### config.mk
export PLATFORM = sky130hd
export DESIGN_NAME = rect_drawer
export DESIGN_NICKNAME = d
export VERILOG_FILES = /design/src/rtl/rect_drawer.sv
export SDC_FILE = /design/constraint.sdc
export NUM_CORES = 1
export LEC_CHECK = 0
export BUFFER_PORTS_ARGS = -buffer_cell sky130_fd_sc_hd__buf_2
export CAP_MARGIN = 5
export CORE_ASPECT_RATIO = 1.4
export CORE_MARGIN = 1.5
export CORE_UTILIZATION = 25
export CTS_BUF_LIST = sky130_fd_sc_hd__clkbuf_8
export CTS_CLUSTER_SIZE = 40
export DETAILED_ROUTE_END_ITERATION = 6
export HOLD_SLACK_MARGIN = 0.15
export PLACE_DENSITY = 0.5
export SLEW_MARGIN = 20
export SYNTH_ARGS = -nofsm -noshare
export SYNTH_HDL_FRONTEND = slang
export SYNTH_SLANG_ARGS = --single-unit
### constraint.sdc
create_clock -name clk -period 3.1 [get_ports clk]
set_input_delay 0.62 -clock clk [delete_from_list [all_inputs] [get_ports clk]]
set_output_delay 0.62 -clock clk [all_outputs]
set_load 0.05 [all_outputs]
### src/rtl/rect_drawer.sv
// rect_drawer: raster-scans a WIDTH x HEIGHT rectangle, one pixel per cycle,
// into a 160x120 frame buffer. When built with RECT_DRAWER_ERASE_EN defined,
// the previous rectangle is first repainted in BG_COLOR before the new one is
// drawn. Without the macro, every start draws only.
//
// Ports:
//   clk        rising-edge clock
//   reset      synchronous, active-low reset
//   start      draw request, sampled only in IDLE
//   x_in/y_in  top-left corner of the new rectangle (8b column / 7b row)
//   color_in   fill colour of the new rectangle
//   busy       high while pixels are being emitted
//   done       one-cycle pulse after the last drawn pixel
//   x_out/y_out/color_out  current pixel (registered)
//   plot       current pixel is an on-screen frame-buffer write
module rect_drawer #(
  parameter int         WIDTH    = 4,
  parameter int         HEIGHT   = 4,
  parameter logic [2:0] BG_COLOR = 3'b000
) (
  input  logic       clk,
  input  logic       reset,
  input  logic       start,
  input  logic [7:0] x_in,
  input  logic [6:0] y_in,
  input  logic [2:0] color_in,
  output logic       busy,
  output logic       done,
  output logic [7:0] x_out,
  output logic [6:0] y_out,
  output logic [2:0] color_out,
  output logic       plot
);

  localparam int CW = (WIDTH  > 1) ? $clog2(WIDTH)  : 1;
  localparam int RW = (HEIGHT > 1) ? $clog2(HEIGHT) : 1;
  localparam logic [CW-1:0] COL_LAST = CW'(WIDTH - 1);
  localparam logic [RW-1:0] ROW_LAST = RW'(HEIGHT - 1);

  typedef enum logic [1:0] {
    IDLE  = 2'd0,
    DRAW  = 2'd1,
    FIN   = 2'd2
`ifdef RECT_DRAWER_ERASE_EN
    , ERASE = 2'd3
`endif
  } state_t;

  state_t        state, state_n;
  logic [CW-1:0] col, col_n;
  logic [RW-1:0] row, row_n;
  logic [7:0]    new_x;
  logic [6:0]    new_y;
  logic [2:0]    new_col;
`ifdef RECT_DRAWER_ERASE_EN
  logic [7:0]    prev_x;
  logic [6:0]    prev_y;
  logic          prev_valid;
`endif

  logic       accept, last_px, emit;
  logic [7:0] bx, px, x_n;
  logic [6:0] by, py, y_n;
  logic [2:0] bc, c_n;
  logic       busy_n, done_n, plot_n;

  always_comb begin
    state_n = state;
    col_n   = col;
    row_n   = row;
    accept  = (state == IDLE) && start;
    last_px = (col == COL_LAST) && (row == ROW_LAST);

    case (state)
      IDLE: if (start) begin
        col_n = '0;
        row_n = '0;
`ifdef RECT_DRAWER_ERASE_EN
        state_n = prev_valid ? ERASE : DRAW;
`else
        state_n = DRAW;
`endif
      end
`ifdef RECT_DRAWER_ERASE_EN
      ERASE: begin
        if (last_px) begin
          state_n = DRAW;
          col_n   = '0;
          row_n   = '0;
        end else if (col == COL_LAST) begin
          col_n = '0;
          row_n = row + 1'b1;
        end else begin
          col_n = col + 1'b1;
        end
      end
`endif
      DRAW: begin
        if (last_px) begin
          state_n = FIN;
        end else if (col == COL_LAST) begin
          col_n = '0;
          row_n = row + 1'b1;
        end else begin
          col_n = col + 1'b1;
        end
      end
      FIN:     state_n = IDLE;
      default: state_n = IDLE;
    endcase

    // Outputs are computed for the pixel the *next* state will show, so the
    // first pixel is on the ports the cycle after start is accepted. During
    // the accept cycle the new_* latches are not loaded yet, so the raw
    // inputs supply the base.
    bx = accept ? x_in : new_x;
    by = accept ? y_in : new_y;
    bc = (state_n == DRAW) ? (accept ? color_in : new_col) : BG_COLOR;
`ifdef RECT_DRAWER_ERASE_EN
    if (state_n == ERASE) begin
      bx = prev_x;
      by = prev_y;
    end
    emit = (state_n == DRAW) || (state_n == ERASE);
`else
    emit = (state_n == DRAW);
`endif

    px     = bx + 8'(col_n);
    py     = by + 7'(row_n);
    x_n    = x_out;
    y_n    = y_out;
    c_n    = color_out;
    plot_n = 1'b0;
    busy_n = emit;
    done_n = (state_n == FIN);
    if (emit) begin
      x_n    = px;
      y_n    = py;
      c_n    = bc;
      plot_n = (px <= 8'd159) && (py <= 7'd119);
    end
  end

  always_ff @(posedge clk) begin
    if (!reset) begin
      state      <= IDLE;
      col        <= '0;
      row        <= '0;
      new_x      <= '0;
      new_y      <= '0;
      new_col    <= '0;
      busy       <= 1'b0;
      done       <= 1'b0;
      plot       <= 1'b0;
      x_out      <= '0;
      y_out      <= '0;
      color_out  <= '0;
`ifdef RECT_DRAWER_ERASE_EN
      prev_x     <= '0;
      prev_y     <= '0;
      prev_valid <= 1'b0;
`endif
    end else begin
      state     <= state_n;
      col       <= col_n;
      row       <= row_n;
      busy      <= busy_n;
      done      <= done_n;
      plot      <= plot_n;
      x_out     <= x_n;
      y_out     <= y_n;
      color_out <= c_n;
      if (accept) begin
        new_x   <= x_in;
        new_y   <= y_in;
        new_col <= color_in;
      end
`ifdef RECT_DRAWER_ERASE_EN
      // Only a fully completed rectangle becomes erasable.
      if (state == DRAW && state_n == FIN) begin
        prev_x     <= new_x;
        prev_y     <= new_y;
        prev_valid <= 1'b1;
      end
`endif
    end
  end

endmodule

After elaboration in Yosys (flattened, before gate mapping)
Cells that the tools add are included.
- $add $sub $neg: 4
- reductions and logical operators: 5
- equality and inequality tests: 5
- mux-type cells: 14
- $lt $le $gt $ge: 2
- operator list (kind ; number):
    two-way mux 2 bit ; 8
    one-hot mux 2 bit (2 select lines) ; 3
    adder 8 x 2 -> 8 bit ; 1
    less-or-equal comparator 8 bit, second input constant ; 1
    two-way mux 8 bit ; 1
    adder 7 x 2 -> 7 bit ; 1
    less-or-equal comparator 7 bit, second input constant ; 1
    two-way mux 7 bit ; 1
    == test 2 bit, second input constant ; 3
    adder 2 x 1 -> 2 bit, second input constant ; 2
    == test 2 x 1 -> 1 bit, second input constant ; 2
    logical AND 1 bit ; 3
    two-way mux 3 bit ; 1
    logical NOT 2 bit ; 1
    AND reduction 2 bit ; 1
- word-level logic and storage cells: 42
- output and inout port bits: 21
- register bits after elaboration: 45
- input bits: 21

Longest topological paths before layout
- depth in word-level cells: 7
- mapped depth: 13

Least setup slack after synthesis
OpenSTA, ideal clock, no wires.
- path type: input-to-reg
- from: input start
- to: register plot
- arrival: 2763 ps
- buffers on the path: 3
- stages on the path: 12
- slack: 209 ps
- cell sequence: or3b_1 -> buf_6 -> buf_12 -> buf_6 -> nand2_1 -> nand2_1 -> ha_1 -> a21oi_1 -> or3_1 -> a2111oi_0 -> a41o_1 -> a211oi_1
- cells in the longest elaborated chain, start to end: 5
- ends and longest elaborated chain (element ; RTL line ; text):
    from (decl) ; 23 ; input logic start,
    logical AND 1 bit ; 71 ; accept = (state == IDLE) && start;
    two-way mux 7 bit ; -- ;
    via by[1] ; 63 ; logic [6:0] by, py, y_n;
    adder 7 x 2 -> 7 bit ; 130 ; py = by + 7'(row_n);
    less-or-equal comparator 7 bit ; 141 ; plot_n = (px <= 8'd159) && (py <= 7'd119);
    logical AND 1 bit ; 141 ;
    to (signal assigned) ; 170 ; plot <= plot_n;
    to (decl) ; 32 ; output logic plot
The timed path passes the listed nets, and every way through them passes these cells.
A chain may end at the register's enable or synchronous reset.

Worst setup path after layout
- from: register state[0]
- to: register plot
- RTL lines (element ; RTL line ; text):
    from (decl) ; 49 ; state_t state, state_n;
    from (signal assigned) ; 165 ; state <= state_n;
    == test 2 x 1 -> 1 bit or logical NOT 2 bit (tied branches) ; 74 ; case (state)
    one-hot mux 2 bit (2 select lines) * ; 74 ;
    via row_n[1] ; 51 ; logic [RW-1:0] row, row_n;
    adder 7 x 2 -> 7 bit * ; 130 ;
    less-or-equal comparator 7 bit * ; 141 ;
    logical AND 1 bit * ; 141 ;
Mark *: on every way through the listed nets, which the timed path passes. The rest lies on a longest branch.

==> summary.md <==
| Metric | Value |
|---|---|
| Status | complete, no violations |
| RD Place Congestion | between 0.8 and 0.9 |
| Ys Warns | 0 |
| Worst Hold Depth | 2 |
| Setup ws final | around 0.35 ns |
| Number of global-route vias before repair | around 1800 |
| GRT Util Overall | approximately an eighth |
| Fmax | about 360 MHz |
| WP data required | between 3 and 4 ns |
| Seq/Total Area, Yosys | approximately two fifths |
| Num ports | 42 |
| Maximum Capacitance Violations | 0 |
| Height of the die | between 100 and 150 microns |
| Post-synthesis register bit count | 45 |
| Non-Filler Instances | a little under 400 |
| Pin count of the biggest net entering global routing | 19 |
| Initial core utilization | around a quarter |
| CTS tree | yes |
| Cells after Synth | approximately 240 |
| Worst-case clock buffer depth | 2 |
| Final WL | 5.53 mm |
| Clk_lat worst skew | roughly 0.3 ns |
| Vias | roughly 1800 |
| ANT nets after route | 0 |
| Mapped Area | between 2000 and 2500 sq um |
| Crit path capture type | register |
| TNS Setup | 0 ns |
| Antenna Cells | 0 |
| Resized Gates After CTS | 0 |
| Gr ovfl total | 0 |
| Dpl ws | 0.176 ns |
| Reg2Reg Depth | 10 |
| Area of the core | slightly above 8000 sq um |
| Min-delay src | x_out[6]$_SDFFE_PN0P_ |
| Hold_buf cts | 0 |
| Global-route wire length before repair | around 8.9 mm |
| Initial antenna violation count | 0 |
| Min Tclk post-route | roughly 2.7 ns |
| Synth async-reset ratio | 0% |
| Routed len/inst | around 14 microns |
| Root Driver | clkbuf_8 |
| Clock transition at path regs | roughly 0.090 ns |
| Rel. slew slack | 74.1% |
| Syn Area/Cell | between 9 and 10 sq um |
| Row count | 39 |
| RSZ-0062 raised after global routing | false |
| Worst reg2reg endpoint | plot$_SDFF_PN0_ |
| DP HPWL | between 4 and 5 mm |
| DIE AREA | around 9000 sq um |
| Setup violators final | 0 |
| Layout area overhead | 20.9% |
| R2R Setup Slk | 0.35 ns |
| Lkg Pwr | about 1.2 nW |
| Num CTS Buffers | 5 |
| VDD IR max | 0.166 mV |
| Worst-path fanout max | 7 |
| WS Path Type | reg2reg |
| Worst slew pin tran | 0.378 ns |
| Drt first pass iters | 4 |
| Worst r2r src | state[0]$_SDFF_PN0_ |
| Routed vias/inst | 4.68 |
| H-tree levels | 2 |
| DRT iter0 DRCs | 64 |
| Inst Count DP | 378 |
| Post CTS Setup Buffer Count | 0 |
| Synthesized Nets | around 270 |
| Post-route DRC violation count | 0 |
| PwrDens | just over 500 nW/um^2 |
| Share of cells above drive strength 1 | 23.0% |
| Post-synth top flop | dfxtp_1 |
| Hold Vio Cnt, Final | 0 |
| HP Class | reg2reg |
| EDFF count, synth | 0 |
| Crit share post-route | between 80 and 90% |
| Number of buffers inserted by port buffering | 41 |
| Synth cell types | 47 |
| CP Launch Type | register |
| Worst EP arrival | 2.94 ns |
| Clock skew | around 0.0054 ns |
| Nets@finish | between 300 and 400 |
| Endpoint, Worst Hold | x_out[6]$_SDFFE_PN0P_ |
| Slew Limit Fails | 0 |
| Die span in x | ~82 microns |
| Clock sink count | 45 |
layout make-up:
cell class                 instances  area, sq um
fill                             910         5690
inverter                          10         37.5
timing repair buffer              50          285
multi-input combinational        171         1150
clock buffer                       5         68.8
tap                              102          128
clock inverter                     2         35.0
sequential                        45          901
metrics by stage:
step	util [%]	total power (W)	hold slack, ns	instance area [sq um]
2_1_floorplan	-	0.000834	0.461	2160
3_3_place_gp	30.2	0.000912	0.438	2510
3_5_place_dp	30.2	0.000913	0.451	2510
4_1_cts	31.5	0.00136	0.465	2610
5_1_grt	31.5	0.00140	0.480	2610
6_report	31.5	0.00134	0.459	2610
synth_stat cells, types with 2 or more instances:
| master | instances | area, sq um |
|---|---|---|
| dfxtp_1 | 45 | 901 |
| nand2_1 | 28 | 105 |
| nor2_1 | 23 | 86.3 |
| mux2i_1 | 14 | 140 |
| nand3_1 | 14 | 70.1 |
| a21oi_1 | 12 | 60.1 |
| inv_1 | 9 | 33.8 |
| and2_1 | 8 | 50.1 |
| nor3b_1 | 7 | 52.6 |
| ha_1 | 6 | 75.1 |
| nand4_1 | 6 | 37.5 |
| a211oi_1 | 5 | 37.5 |
| clkbuf_1 | 5 | 18.8 |
| o21ai_0 | 4 | 20.0 |
| xnor2_1 | 4 | 35.0 |
| a22o_1 | 3 | 26.3 |
| a31oi_1 | 3 | 18.8 |
| xor2_1 | 3 | 26.3 |
| a21o_1 | 2 | 15.0 |
| buf_2 | 2 | 10.0 |
| buf_6 | 2 | 22.5 |
| fa_1 | 2 | 40.0 |
| mux2i_4 | 2 | 45.0 |
| nand2b_1 | 2 | 12.5 |
| nor3_1 | 2 | 10.0 |
| o21ai_1 | 2 | 10.0 |
metal layers:
metal / vias up / routed length, microns / global-route usage [%]
li1: 920 / - / -
met1: 838 / 2440 / 15.0
met2: 35 / 2800 / 21.9
met3: 10 / 174 / 2.82
met4: 0 / 119 / 5.98
met5: - / 0 / 0
layout by cell type (no fill, tap or decap), drive strengths merged, types with 7 or more instances in the layout:
master  instances
buf            50
mux2i          16
inv             9
nand3          14
and2            8
nand2          28
nor2           23
a21oi          12
dfxtp          45
nor3b           7
state kept, by name, summed over array words and instances (netlist names):
register / cells
x_out: 8
color_out: 3
col: 2
state: 2
new_x: 8
plot: 1
busy: 1
y_out: 7
done: 1
new_col: 3
new_y: 7
row: 2
how the worst max path moves through the flow:
| stage | cells past startpoint | to | start |
|---|---|---|---|
| 2_1_floorplan | 12 | plot$_SDFF_PN0_ | start |
| 3_3_place_gp | 10 | plot$_SDFF_PN0_ | start |
| 3_5_place_dp | 10 | plot$_SDFF_PN0_ | start |
| 4_1_cts | 10 | plot$_SDFF_PN0_ | state[0]$_SDFF_PN0_ |
| 5_1_grt | 10 | plot$_SDFF_PN0_ | state[0]$_SDFF_PN0_ |
| 6_report | 10 | plot$_SDFF_PN0_ | state[0]$_SDFF_PN0_ |
worst max-delay path, stage by stage, from the launching register on:
cell,delay [ns]
dfxtp_1,0.47
nor2b_1,0.24
and3b_1,0.23
nor2_1,0.06
a22o_1,0.24
ha_1,0.29
a21oi_1,0.09
or3_1,0.33
a2111oi_0,0.43
a41o_1,0.17
a211oi_1,0.07
logic make-up after synthesis:
family	Yosys count	share of synthesized area (%)
AND/OR/NAND/NOR	95	21.4
flip-flops	45	41.7
AO/OA/AOI/OAI	43	13.9
buffers and inverters	20	5.04
multiplexers	18	9.79
adder cells (fa/ha/maj)	8	5.33
XOR/XNOR	7	2.84
power breakdown:
| group | leakage [nW] | switching (W) | internal [W] |
|---|---|---|---|
| clock network | 0.0540 | 0.000208 | 0.000235 |
| registers | 0.369 | 0.0000216 | 0.000613 |
| logic | 0.759 | 0.000174 | 0.0000881 |
Note: power is estimated with default switching activity, not from simulation.
